--- src/rtl/rotary_quad_gen.sv ---
// rotary_quad_gen: replays rotary-encoder activity as clean Rot_A/Rot_B/Rot_C waveforms.
// A command requests N detents in one direction or a single push-button press.
// Each detent is four quadrature phases followed by an idle-high gap that lets the
// downstream decoder finish its cooldown. All outputs are driven directly from flops.
module rotary_quad_gen #(
  parameter int PHASE_CYCLES = 64,
  parameter int GAP_CYCLES   = 512,
  parameter int CNT_W        = 8
) (
  input  logic             Fg_clk,
  input  logic             Reset,
  input  logic             Cmd_valid,
  output logic             Cmd_ready,
  input  logic             Cmd_dir,
  input  logic [CNT_W-1:0] Cmd_count,
  input  logic             Cmd_press,
  output logic             Rot_A,
  output logic             Rot_B,
  output logic             Rot_C,
  output logic             Busy,
  output logic             Done
);

  localparam int MAX_CYC = (PHASE_CYCLES > GAP_CYCLES) ? PHASE_CYCLES : GAP_CYCLES;
  localparam int TMR_W   = $clog2(MAX_CYC + 1);
  localparam logic [TMR_W-1:0] PHASE_LAST = TMR_W'(PHASE_CYCLES - 1);
  localparam logic [TMR_W-1:0] GAP_LAST   = TMR_W'(GAP_CYCLES - 1);

  typedef enum logic [2:0] {
    S_IDLE  = 3'd0,
    S_PH1   = 3'd1,
    S_PH2   = 3'd2,
    S_PH3   = 3'd3,
    S_PH4   = 3'd4,
    S_GAP   = 3'd5,
    S_PRESS = 3'd6
  } state_t;

  state_t           state, state_next;
  logic [TMR_W-1:0] timer, timer_next;
  logic [CNT_W-1:0] remaining, remaining_next;
  logic             dir, dir_next;
  logic             a_next, b_next, c_next, busy_next, done_next;

  // Next-state, counters and the output levels that the flops will take next.
  always_comb begin
    state_next     = state;
    timer_next     = timer + 1'b1;
    remaining_next = remaining;
    dir_next       = dir;
    done_next      = 1'b0;

    case (state)
      S_IDLE: begin
        timer_next = '0;
        if (Cmd_valid) begin
          if (Cmd_press) begin
            state_next = S_PRESS;
          end else if (Cmd_count == '0) begin
            // Empty request: acknowledge completion without touching A/B.
            done_next = 1'b1;
          end else begin
            state_next     = S_PH1;
            remaining_next = Cmd_count;
            dir_next       = Cmd_dir;
          end
        end
      end
      S_PH1, S_PH2, S_PH3, S_PH4: begin
        if (timer == PHASE_LAST) begin
          timer_next = '0;
          case (state)
            S_PH1:   state_next = S_PH2;
            S_PH2:   state_next = S_PH3;
            S_PH3:   state_next = S_PH4;
            default: state_next = S_GAP;
          endcase
        end
      end
      S_GAP: begin
        if (timer == GAP_LAST) begin
          timer_next = '0;
          // A press arrives here with remaining already zero; saturate rather than wrap.
          if (remaining != '0) begin
            remaining_next = remaining - 1'b1;
          end
          if (remaining > CNT_W'(1)) begin
            state_next = S_PH1;
          end else begin
            state_next = S_IDLE;
            done_next  = 1'b1;
          end
        end
      end
      S_PRESS: begin
        // Button is held for one cycle only: the decoder steps on level.
        state_next = S_GAP;
        timer_next = '0;
      end
      default: begin
        state_next = S_IDLE;
        timer_next = '0;
      end
    endcase

    a_next = 1'b1;
    b_next = 1'b1;
    case (state_next)
      S_PH1: begin
        a_next = dir_next;
        b_next = ~dir_next;
      end
      S_PH2: begin
        a_next = 1'b0;
        b_next = 1'b0;
      end
      S_PH3: begin
        a_next = ~dir_next;
        b_next = dir_next;
      end
      default: begin
        a_next = 1'b1;
        b_next = 1'b1;
      end
    endcase
    c_next    = (state_next == S_PRESS);
    busy_next = (state_next != S_IDLE);
  end

  // State, timers and registered outputs; reset forces idle levels immediately.
  always_ff @(posedge Fg_clk or posedge Reset) begin
    if (Reset) begin
      state     <= S_IDLE;
      timer     <= '0;
      remaining <= '0;
      dir       <= 1'b0;
      Rot_A     <= 1'b1;
      Rot_B     <= 1'b1;
      Rot_C     <= 1'b0;
      Busy      <= 1'b0;
      Done      <= 1'b0;
    end else begin
      state     <= state_next;
      timer     <= timer_next;
      remaining <= remaining_next;
      dir       <= dir_next;
      Rot_A     <= a_next;
      Rot_B     <= b_next;
      Rot_C     <= c_next;
      Busy      <= busy_next;
      Done      <= done_next;
    end
  end

  assign Cmd_ready = ~Busy;

endmodule

--- config.mk ---
export PLATFORM = sky130hd
export DESIGN_NAME = rotary_quad_gen
export DESIGN_NICKNAME = d
export VERILOG_FILES = /design/src/rtl/rotary_quad_gen.sv
export SDC_FILE = /design/constraint.sdc
export NUM_CORES = 1
export LEC_CHECK = 0
export CAP_MARGIN = 25
export CORE_MARGIN = 2
export CORE_UTILIZATION = 35
export DETAILED_ROUTE_END_ITERATION = 12
export PLACE_DENSITY = 0.66
export SKIP_CTS_REPAIR_TIMING = 1
export SLEW_MARGIN = 20
export SYNTH_ARGS = -nofsm -noshare
export SYNTH_HDL_FRONTEND = slang
export SYNTH_SLANG_ARGS = --single-unit
--- constraint.sdc ---
create_clock -name Fg_clk -period 2 [get_ports Fg_clk]
set_input_delay 0.3 -clock Fg_clk [delete_from_list [all_inputs] [get_ports Fg_clk]]
set_output_delay 0.3 -clock Fg_clk [all_outputs]
set_load 0.02 [all_outputs]
==> summary.txt <==
Placed design
  • IO Port Bufs: 18
  • Post-DP HPWL: 2.52 mm
  • DP Cell Count: roughly 270
  • GPL Wtd Cong: between 0.8 and 0.9
  • Place WS: -0.0428 ns

Drt
  • WL met2: roughly 1.7 mm
  • Vias after detailed routing: 1358
  • Via density: ~5
  • Met1 wire length: 1.52 mm
  • # DRC: 0
  • Met3 Routed Length: roughly 66 µm
  • WL/cell: roughly 12 µm
  • Max Used Layer: met4
  • ANT nets after route: 0
  • Post-Route WL: 3.35 mm
  • Drt initial violations: 48
  • 1st-pass router iterations: 4

GRT
  • Congestion Overflow GR: 0
  • First-pass GRT wire length: between 5 and 6 mm
  • Initial antenna violation count: 0
  • Overall global routing resource usage: between 10% and 20%
  • Number of global-route vias before repair: between 1000 and 1500
  • Pin count of the biggest net entering global routing: 28

Cells and area
  • Footprint of the multi-input gates: roughly 850 µm²
  • Fin cells: ~270
  • Number of diodes: 0
  • Layout cell share with drive strength beyond 1: about 28%
  • Sequential cell area: 678 µm²
  • Filler cells: between 300 and 400
  • Area grow syn2layout: 38.7%
  • Finished Core Util: 49.5%
  • # nets final: 240

Timing
  • Final min period: 2.05 ns
  • Final setup vio count: 3
  • Min setup slack post-route: -0.0510 ns
  • Max-slew violation count: 0
  • Tcrit/Tclk final: 103%
  • Max transition margin: 67.8%
  • Setup TNS: -0.122 ns
  • Max Clk Rate: 0.488 GHz
  • Slew @ Worst Pin: 0.478 ns
  • Final hold slack: approximately 0.38 ns
  • RSZ-0062 raised after global routing: yes
  • Final hold violations: 0
  • Worst Skew: roughly 0.0031 ns

Synth
  • Syn. warnings: 0
  • Number of synthesized flops with an enable pin: 0
  • Yosys cell types: 42
  • Largest cells by area after synthesis: dfrtp_1 (41%), nor2_1 (5.6%), o21ai_0 (5.2%), a21oi_1 (3.9%), dfstp_2 (3.4%)
  • FF+latch count, synth: 27
  • Post-synth top cells: dfrtp_1 (25), nor2_1 (23), o21ai_0 (16), a21oi_1 (12), nand2_1 (12)
  • Area leader, netlist: dfrtp_1
  • Synthesized area per cell: between 9 and 10 µm²
  • Yosys top cell area share: between 40% and 50%
  • Post-synth ARST share: 100%
  • Main flop type after synthesis: dfrtp_1
  • Top-count cell post-synth: dfrtp_1
  • Post-synthesis cell count: between 150 and 200
  • Net Count, Synth: ~190
  • Register area share after synthesis: 44.3%
  • Mapped Area: between 0.0015 and 0.002 mm²

Min path
  • Worst hold path class: in2async

CTS
  • CTS buffer count: 3
  • Clock root buffer: clkbuf_8
  • CTS Sinks: 27
  • Htree depth: 1
  • CTS tree: yes
  • Max clock buf depth: 2
  • Clock transition at the registers of the reported paths: about 0.090 ns
  • Skew-Pair Late Insertion Delay: 0.27 ns

Setup path
  • CP Buf/Inv Count: 0
  • Startpoint Class: flip-flop
  • Critical Path End Type: flip-flop
  • Crit path max fanout: 4
  • Cell family with most CP delay: simple AND/OR/NAND/NOR gates
  • Crit-path slowest cell: or4_4
  • CP Cell Sequence: or4_4 > nor3_4 > o21ai_2 > o22ai_2 > nand2b_1 > or3_1
  • Worst-case reg-to-reg path depth: 6
  • Critical Path RT: about 2.2 ns
  • R2r setup slk: -0.05 ns
  • RR Endpoint: Busy
  • Worst Path Arrival: about 2.2 ns
  • Worst r2r src: timer[9]
  • Setup CP Type: reg2reg
  • Slowest stage delay, CP: 0.58 ns

Floorplanning
  • Die X: about 70 µm
  • Floorplan row count: 24
  • Die area: between 0.004 and 0.005 mm²
  • Core ar.: 0.00429 mm²
  • I/O pin cnt: 19
  • Starting Density: ~36%
  • Die Ht: roughly 70 µm

Power
  • Static Leak: between 0.9 and 1 nW
  • Power density over the cells: approximately 1100 mW/mm²
  • Worst VDD drop: approximately 0.5 mV

Outcome
  • Failing checks: negative setup slack
  • Status: complete, but fails checks

Job
  • Max Cap Viol: 0
==> tightest hold or removal path, delay by kind of cell <==
family | cells | cell delay (ns)
buf+inv | 3 | 0.76
==> through the flow <==
step                      power, mW  cell area (µm²)
after global routing           2.65             2120
after detailed placement       2.05             2010
after floorplan                1.59             1540
after global placement         2.04             2010
after CTS                      2.36             2050
final                          2.44             2120
==> per-layer routing <==
| layer | GRT usage [%] | up-vias |
|---|---|---|
| met5 | 0 | - |
| met4 | 5.77 | 0 |
| met3 | 2.16 | 4 |
| met2 | 25.0 | 13 |
| met1 | 18.3 | 635 |
| li1 | - | 706 |
==> worst max path at each step <==
| stage | from | end | cells past startpoint | slack [ns] |
|---|---|---|---|---|
| 2_1_floorplan | timer[0] | Busy | 7 | 0.03 |
| 3_3_place_gp | timer[6] | Busy | 6 | -0.05 |
| 3_5_place_dp | Cmd_count[1] | remaining[6] | 7 | -0.04 |
| 4_1_cts | timer[0] | Busy | 8 | -0.05 |
| 5_1_grt | timer[9] | Busy | 6 | -0.13 |
| 6_report | timer[9] | Busy | 6 | -0.05 |
==> kinds of logic (layout without fill, tap and decap cells) <==
family / after synthesis / count (layout) / synth area share, %
and+or+nand+nor: 71 / 71 / 24.7
adders and majority gates: 5 / 5 / 3.92
xor gates and xnor gates: 9 / 9 / 5.15
buffers and inverters: 15 / 67 / 3.92
AOI/OAI and AO/OA: 43 / 43 / 18.1
DFF: 27 / 27 / 44.3
==> area by class of cell <==
| type | count | area share [%] |
|---|---|---|
| multi-input combinational | 128 | 40.1 |
| sequential | 27 | 31.9 |
| timing repair buffer | 54 | 21.2 |
| tap | 52 | 3.06 |
| clock buffer | 4 | 2.12 |
| inverter | 9 | 1.59 |
==> flip-flops by register name (all words and copies together), names as in the netlist <==
register	flops
Busy	1
Done	1
Rot_A	1
Rot_B	1
Rot_C	1
dir	1
remaining	8
state	3
timer	10
==> cells in the final DEF (no fill, tap or decap), types with 2 or more instances in the layout <==
cell type	netlist	layout
buf_4	0	36
dfrtp_1	25	25
nor2_1	23	23
clkdlybuf4s50_1	0	18
o21ai_0	16	13
a21oi_1	12	12
nand2_1	12	11
inv_1	8	8
nand3_1	7	7
nor3_1	7	7
xnor2_1	6	6
nor4_1	4	4
or3_1	3	3
xor2_1	3	3
o21ai_2	0	3
ha_1	4	3
clkbuf_8	0	3
dfstp_2	2	2
nor2b_1	2	2
nor4_4	1	2
or2_2	2	2
o22ai_2	1	2
nand2b_1	2	2
o311ai_2	0	2
==> where the power goes <==
group	switching (mW)	total [mW]	internal, mW
registers	0.133	0.848	0.715
logic	0.659	1.29	0.626
clock network	0.165	0.308	0.143
total	0.958	2.44	1.48
(Power assumes the default switching activity.)
